[config.mk]
export PLATFORM = sky130hd
export DESIGN_NAME = alu_issue_flat
export DESIGN_NICKNAME = d
export VERILOG_FILES = /design/src/rtl/alu_issue_if.sv /design/src/rtl/alu_issue.sv /design/src/flat_wrapper.sv
export SDC_FILE = /design/constraint.sdc
export NUM_CORES = 1
export LEC_CHECK = 0
export CAP_MARGIN = 0
export CORE_MARGIN = 4
export CORE_UTILIZATION = 40
export CTS_CLUSTER_DIAMETER = 60
export DETAILED_ROUTE_END_ITERATION = 7
export PLACE_DENSITY = 0.86
export SLEW_MARGIN = 20
export SYNTH_ARGS = -nofsm -noshare
export SYNTH_HDL_FRONTEND = slang
export SYNTH_SLANG_ARGS = --single-unit
export TNS_END_PERCENT = 30
[constraint.sdc]
create_clock -name clk -period 2.2 [get_ports clk]
set_input_delay 0.33 -clock clk [delete_from_list [all_inputs] [get_ports clk]]
set_output_delay 0.33 -clock clk [all_outputs]
set_load 0.05 [all_outputs]
[src/rtl/alu_issue_if.sv]
`default_nettype none
// +----------------------------------------------------------------------------+
// | Interface   : alu_issue_if                                                 |
// | Description : Instruction-in / ALU-operands-out handshake bundle.          |
// | Revision    : 1.0 - initial release                                        |
// +----------------------------------------------------------------------------+
interface alu_issue_if #(
   parameter int XLEN  = 32,
   parameter int CNT_W = 32
);
   logic             in_valid;
   logic             in_ready;
   logic [31:0]      instr;
   logic [XLEN-1:0]  pc;
   logic [XLEN-1:0]  rs1_data;
   logic [XLEN-1:0]  rs2_data;
   logic             out_valid;
   logic             out_ready;
   logic [XLEN-1:0]  op_a;
   logic [XLEN-1:0]  op_b;
   logic [3:0]       alu_func;
   logic [4:0]       rd;
   logic             illegal;
   logic [CNT_W-1:0] issue_count;

   modport master (
      output in_valid, instr, pc, rs1_data, rs2_data, out_ready,
      input  in_ready, out_valid, op_a, op_b, alu_func, rd, illegal, issue_count
   );

   modport slave (
      input  in_valid, instr, pc, rs1_data, rs2_data, out_ready,
      output in_ready, out_valid, op_a, op_b, alu_func, rd, illegal, issue_count
   );
endinterface
`default_nettype wire

[src/rtl/alu_issue.sv]
`default_nettype none
// +----------------------------------------------------------------------------+
// | Module      : alu_issue                                                    |
// | Description : RV32I OP/OP-IMM/LUI/AUIPC decode into one registered ALU     |
// |               issue slot with valid/ready and an issued-instruction count. |
// |               Macro ALU_ISSUE_UPPER_EN enables LUI/AUIPC decode.           |
// | Revision    : 1.0 - initial release                                        |
// +----------------------------------------------------------------------------+
module alu_issue #(
   parameter int XLEN  = 32,
   parameter int CNT_W = 32
) (
   input  wire logic  clk,
   input  wire logic  rst_n,
   alu_issue_if.slave bus
);

   localparam logic [3:0] c_ADD  = 4'd0;
   localparam logic [3:0] c_SUB  = 4'd1;
   localparam logic [3:0] c_AND  = 4'd2;
   localparam logic [3:0] c_OR   = 4'd3;
   localparam logic [3:0] c_XOR  = 4'd4;
   localparam logic [3:0] c_SLT  = 4'd5;
   localparam logic [3:0] c_SLTU = 4'd6;
   localparam logic [3:0] c_SLL  = 4'd7;
   localparam logic [3:0] c_SRL  = 4'd8;
   localparam logic [3:0] c_SRA  = 4'd9;

   localparam logic [6:0] c_OPC_OP    = 7'b0110011;
   localparam logic [6:0] c_OPC_IMM   = 7'b0010011;
   localparam logic [6:0] c_F7_BASE   = 7'b0000000;
   localparam logic [6:0] c_F7_ALT    = 7'b0100000;
`ifdef ALU_ISSUE_UPPER_EN
   localparam logic [6:0] c_OPC_LUI   = 7'b0110111;
   localparam logic [6:0] c_OPC_AUIPC = 7'b0010111;
`endif

   // funct3 -> function for the base (funct7 = 0) encodings shared by OP and OP-IMM
   function automatic logic [3:0] f3_func(input logic [2:0] f3);
      case (f3)
         3'b000:  return c_ADD;
         3'b001:  return c_SLL;
         3'b010:  return c_SLT;
         3'b011:  return c_SLTU;
         3'b100:  return c_XOR;
         3'b101:  return c_SRL;
         3'b110:  return c_OR;
         default: return c_AND;
      endcase
   endfunction

   logic [6:0]       w_opc;
   logic [2:0]       w_f3;
   logic [6:0]       w_f7;
   logic [XLEN-1:0]  w_imm_i;
   logic [XLEN-1:0]  w_shamt;
   logic             w_legal;
   logic [3:0]       w_func;
   logic [XLEN-1:0]  w_a;
   logic [XLEN-1:0]  w_b;
   logic             w_accept;
   logic             w_consume;

   logic             r_valid;
   logic [XLEN-1:0]  r_op_a;
   logic [XLEN-1:0]  r_op_b;
   logic [3:0]       r_func;
   logic [4:0]       r_rd;
   logic             r_ill;
   logic [CNT_W-1:0] r_cnt;

   assign w_opc   = bus.instr[6:0];
   assign w_f3    = bus.instr[14:12];
   assign w_f7    = bus.instr[31:25];
   assign w_imm_i = XLEN'($signed(bus.instr[31:20]));
   assign w_shamt = XLEN'(bus.instr[24:20]);

`ifdef ALU_ISSUE_UPPER_EN
   logic [XLEN-1:0] w_imm_u;
   assign w_imm_u = XLEN'($signed({bus.instr[31:12], 12'h000}));
`else
   logic w_unused_upper;
   assign w_unused_upper = ^{bus.pc, bus.instr[19:15]};
`endif

   always_comb begin
      w_legal = 1'b0;
      w_func  = c_ADD;
      w_a     = '0;
      w_b     = '0;
      case (w_opc)
         c_OPC_OP: begin
            w_a = bus.rs1_data;
            w_b = bus.rs2_data;
            if (w_f7 == c_F7_BASE) begin
               w_legal = 1'b1;
               w_func  = f3_func(w_f3);
            end else if (w_f7 == c_F7_ALT && (w_f3 == 3'b000 || w_f3 == 3'b101)) begin
               w_legal = 1'b1;
               w_func  = w_f3[2] ? c_SRA : c_SUB;
            end
         end
         c_OPC_IMM: begin
            w_a = bus.rs1_data;
            if (w_f3 == 3'b001) begin
               w_b     = w_shamt;
               w_legal = (w_f7 == c_F7_BASE);
               w_func  = c_SLL;
            end else if (w_f3 == 3'b101) begin
               w_b     = w_shamt;
               w_legal = (w_f7 == c_F7_BASE) || (w_f7 == c_F7_ALT);
               w_func  = w_f7[5] ? c_SRA : c_SRL;
            end else begin
               w_b     = w_imm_i;
               w_legal = 1'b1;
               w_func  = f3_func(w_f3);
            end
         end
`ifdef ALU_ISSUE_UPPER_EN
         c_OPC_LUI: begin
            w_b     = w_imm_u;
            w_legal = 1'b1;
         end
         c_OPC_AUIPC: begin
            w_a     = bus.pc;
            w_b     = w_imm_u;
            w_legal = 1'b1;
         end
`endif
         default: begin
            w_legal = 1'b0;
         end
      endcase
   end

   assign w_consume = r_valid && bus.out_ready;
   assign w_accept  = bus.in_valid && bus.in_ready;

   // Illegal instructions still occupy the slot but present all-zero payload.
   always_ff @(posedge clk or negedge rst_n) begin
      if (!rst_n) begin
         r_valid <= 1'b0;
         r_op_a  <= '0;
         r_op_b  <= '0;
         r_func  <= '0;
         r_rd    <= '0;
         r_ill   <= 1'b0;
      end else if (w_accept) begin
         r_valid <= 1'b1;
         r_op_a  <= w_legal ? w_a : '0;
         r_op_b  <= w_legal ? w_b : '0;
         r_func  <= w_legal ? w_func : 4'd0;
         r_rd    <= w_legal ? bus.instr[11:7] : 5'd0;
         r_ill   <= !w_legal;
      end else if (w_consume) begin
         r_valid <= 1'b0;
      end
   end

   always_ff @(posedge clk or negedge rst_n) begin
      if (!rst_n) begin
         r_cnt <= '0;
      end else if (w_consume && !r_ill) begin
         r_cnt <= r_cnt + CNT_W'(1);
      end
   end

   assign bus.in_ready    = !r_valid || bus.out_ready;
   assign bus.out_valid   = r_valid;
   assign bus.op_a        = r_op_a;
   assign bus.op_b        = r_op_b;
   assign bus.alu_func    = r_func;
   assign bus.rd          = r_rd;
   assign bus.illegal     = r_ill;
   assign bus.issue_count = r_cnt;

endmodule
`default_nettype wire

[src/flat_wrapper.sv]
// flat-port wrapper written by rule: the top's interface ports become plain ports
module alu_issue_flat 
#(
   parameter int XLEN  = 32,
   parameter int CNT_W = 32
)
  (clk, rst_n, bus_in_valid, bus_instr, bus_pc, bus_rs1_data, bus_rs2_data, bus_out_ready, bus_in_ready, bus_out_valid, bus_op_a, bus_op_b, bus_alu_func, bus_rd, bus_illegal, bus_issue_count);
  alu_issue_if #(.XLEN(XLEN), .CNT_W(CNT_W)) bus_i ();
  input  wire logic clk;
  input  wire logic rst_n;
  input wire logic [$bits(bus_i.in_valid)-1:0] bus_in_valid;
  input wire logic [$bits(bus_i.instr)-1:0] bus_instr;
  input wire logic [$bits(bus_i.pc)-1:0] bus_pc;
  input wire logic [$bits(bus_i.rs1_data)-1:0] bus_rs1_data;
  input wire logic [$bits(bus_i.rs2_data)-1:0] bus_rs2_data;
  input wire logic [$bits(bus_i.out_ready)-1:0] bus_out_ready;
  output wire logic [$bits(bus_i.in_ready)-1:0] bus_in_ready;
  output wire logic [$bits(bus_i.out_valid)-1:0] bus_out_valid;
  output wire logic [$bits(bus_i.op_a)-1:0] bus_op_a;
  output wire logic [$bits(bus_i.op_b)-1:0] bus_op_b;
  output wire logic [$bits(bus_i.alu_func)-1:0] bus_alu_func;
  output wire logic [$bits(bus_i.rd)-1:0] bus_rd;
  output wire logic [$bits(bus_i.illegal)-1:0] bus_illegal;
  output wire logic [$bits(bus_i.issue_count)-1:0] bus_issue_count;
  assign bus_i.in_valid = bus_in_valid;
  assign bus_i.instr = bus_instr;
  assign bus_i.pc = bus_pc;
  assign bus_i.rs1_data = bus_rs1_data;
  assign bus_i.rs2_data = bus_rs2_data;
  assign bus_i.out_ready = bus_out_ready;
  assign bus_in_ready = bus_i.in_ready;
  assign bus_out_valid = bus_i.out_valid;
  assign bus_op_a = bus_i.op_a;
  assign bus_op_b = bus_i.op_b;
  assign bus_alu_func = bus_i.alu_func;
  assign bus_rd = bus_i.rd;
  assign bus_illegal = bus_i.illegal;
  assign bus_issue_count = bus_i.issue_count;
  alu_issue #(.XLEN(XLEN), .CNT_W(CNT_W)) u_core (.clk(clk), .rst_n(rst_n), .bus(bus_i));
endmodule
==> results.cfg <==
[floorplan]
core_sq_um = 11500
ios = 240
dieHeight_um = 116
die_area_sq_um = 13600
rows = 39
start_util_pct = 41.0
die_x_um = 116

[place]
dpl_cell_area_sq_um = 6980
placed_cells = 737
dp_hpwl_um = 10400
portBuffers = 202
place_ws_ps = -148
gp_congestion = 0.802

[worst_setup_path]
max_stage_delay_ps = 870
crit_path_end_kind = output pin
slowest_stage = clkdlybuf4s50_1
r2r_cells = 4
path_cells = clkdlybuf4s50_1
crit_arrival_ps = 1680
r2r_slack_ps = 500
r2r_start = u_core.bus.issue_count[12]$_DFFE_PN0P_
timing.rr.end = u_core.bus.issue_count[22]$_DFFE_PN0P_
critPathBufInv = 1
path_class = reg -> out
cp-start-kind = register
critPathMaxFanout = 7
crit_family = buffers and inverters
critPathRequiredTime_ps = 1870

[synthesis]
async_flop_share_pct = 100
syn_nets = 532
synth-edff-count = 0
seq_area_frac_synth_pct = 56.9
synth.distinct_cells = 38
synthesis.area_sq_um = 4710
synth-main-ff-cell = dfrtp_1
synthTopCellsByArea = dfrtp_1, a22o_1, xnor2_1
synth_most_common_cell = dfrtp_1
synthTopCellsByCount = dfrtp_1, a22o_1, nand2_1
synth_seq_cells = 107
synth_top_area_cell = dfrtp_1
synth_top_area_share_pct = 56.9
yosys_warnings = 0
synth_cells = 399
syn_area_per_cell_sq_um = 11.8

[power]
p_leak_nw = 3.12
peakVddDrop_v = 0.000326
p_per_area_nw_per_um2 = 583
fin_total_pwr_mw = 4.27

[clock_network]
numClockSinks = 107
cts_tree = done
clock_path_buffers = 2
clk_pin_slew_ps = 70
cts_resized = 0
clk-insertion-delay-late_ps = 340
root_buffer = clkbuf_16
htree_levels = 3
cts_made_buffers = 9

[routing]
drc = 0
first_pass_iters = 4
antenna_left = 0
drt_iter0_markers = 346
wirelength_um = 13800
wl_per_cell_um = 18.4
viasPerCell = 5.52
routed-via-count = 4157

[sta]
max_slew.worst_pin.slew_ps = 591
holdWs_ps = 466
finalSetupViolations = 0
slew_headroom_pct = 60.5
hold_viol_final = 0
layout_setup_ws_ps = 189
rsz0062_at_grt = no
drv_slew = 0
finalCriticalPeriod_ps = 2010
period_share_pct = 91.4
fmax_mhz = 497
finalClockSkew_ps = 6.85

[flow_run]
cap_violations = 0

[global_routing]
grt_use_total_pct = 20.5
overflow = 0
grt_max_degree = 48
grt_antenna_before_repair = 0
first_global_vias = 4371
grt_pass1_wl_um = 21900

[min_path]
worstHoldPathType = in -> async

[status]
outcome = finished, final reports clean

[finish]
layout-drive-gt1-share_pct = 9.34
antenna_cells = 0
fin_area_sq_um = 7320
nets = 739
nFillCells = 872
stdcell_count = 753
area_growth_pct = 55.6
-- worst max-delay path by stage --
stage	start	endpoint	slack [ps]	cells past startpoint
floorplan	u_core.bus.out_valid$_DFFE_PN0P_	u_core.bus.alu_func[3]$_DFFE_PN0P_	80	5
global placement	bus_instr[6]	u_core.bus.op_a[31]$_DFFE_PN0P_	-100	9
detailed placement	bus_instr[3]	u_core.bus.op_a[3]$_DFFE_PN0P_	-150	9
CTS	u_core.bus.issue_count[18]$_DFFE_PN0P_	bus_issue_count[18]	170	1
global route	bus_instr[3]	u_core.bus.op_a[22]$_DFFE_PN0P_	60	8
finish	u_core.bus.issue_count[18]$_DFFE_PN0P_	bus_issue_count[18]	190	1
-- placed cells by master (no fill, tap or decap), types with 4 or more instances in the layout --
cell	count
clkbuf_16	9
a22o_1	75
nor2_1	8
buf_12	6
inv_1	6
nand2_1	33
nor4_1	4
nor3_1	4
a21oi_1	4
buf_4	21
o21ai_0	23
dfrtp_1	107
mux2_2	6
nand4_1	20
xnor2_1	31
nand3_1	11
and4_1	4
clkdlybuf4s50_1	200
-- cells by family (layout without fill, tap and decap cells) --
family | count (synthesis) | after routing | synth area share (%)
AO/OA/AOI/OAI | 110 | 110 | 18.8
flip-flops | 107 | 107 | 56.9
AND/OR/NAND/NOR | 104 | 104 | 12.0
buffers and inverters | 38 | 249 | 4.47
XOR/XNOR | 33 | 33 | 6.14
multiplexers | 6 | 6 | 1.44
adder cells (fa/ha/maj) | 1 | 1 | 0.266
-- repair_timing --
action	in CTS	in global routing
hold buffers	1	0
endpoints found under the hold margin	27	0
setup buffers	0	0
-- report_power, final --
group / total [mW] / switching (mW) / internal [mW]
sequential: 1.99 / 0.0147 / 1.98
clock: 1.81 / 0.705 / 1.11
combinational: 0.465 / 0.225 / 0.240
-- area by class of cell --
| cell class | instances | area [sq um] | share of cell area [%] |
|---|---|---|---|
| Sequential cell | 107 | 2680 | 36.6 |
| Timing Repair Buffer | 228 | 2290 | 31.3 |
| Multi-Input combinational cell | 254 | 1820 | 24.9 |
| Clock buffer | 10 | 229 | 3.13 |
| Tap cell | 143 | 179 | 2.44 |
| Clock inverter | 5 | 103 | 1.40 |
| Inverter | 6 | 22.5 | 0.307 |
-- stage by stage --
step	setup TNS [ps]	util, %
finish	0	63.9
global route	0	63.9
CTS	0	63.9
detailed placement	-8240	60.9
global placement	-5230	60.9
floorplan	0	-
-- per-layer routing --
metal / global-route usage (%) / part of all wire, % / up-vias
li1: - / - / 1887
met1: 24.6 / 38 / 2077
met2: 35.5 / 52 / 171
met3: 5.96 / 8.4 / 22
met4: 6.34 / 1.7 / 0
met5: 0 / 0 / -
-- sequential cells by signal, indices dropped and copies added (netlist names) --
name,flops
u_core.bus.op_b,32
u_core.bus.rd,5
u_core.bus.issue_count,32
u_core.bus.alu_func,4
u_core.bus.op_a,32
u_core.bus.out_valid,1
u_core.bus.illegal,1
(Power assumes the default switching activity.)
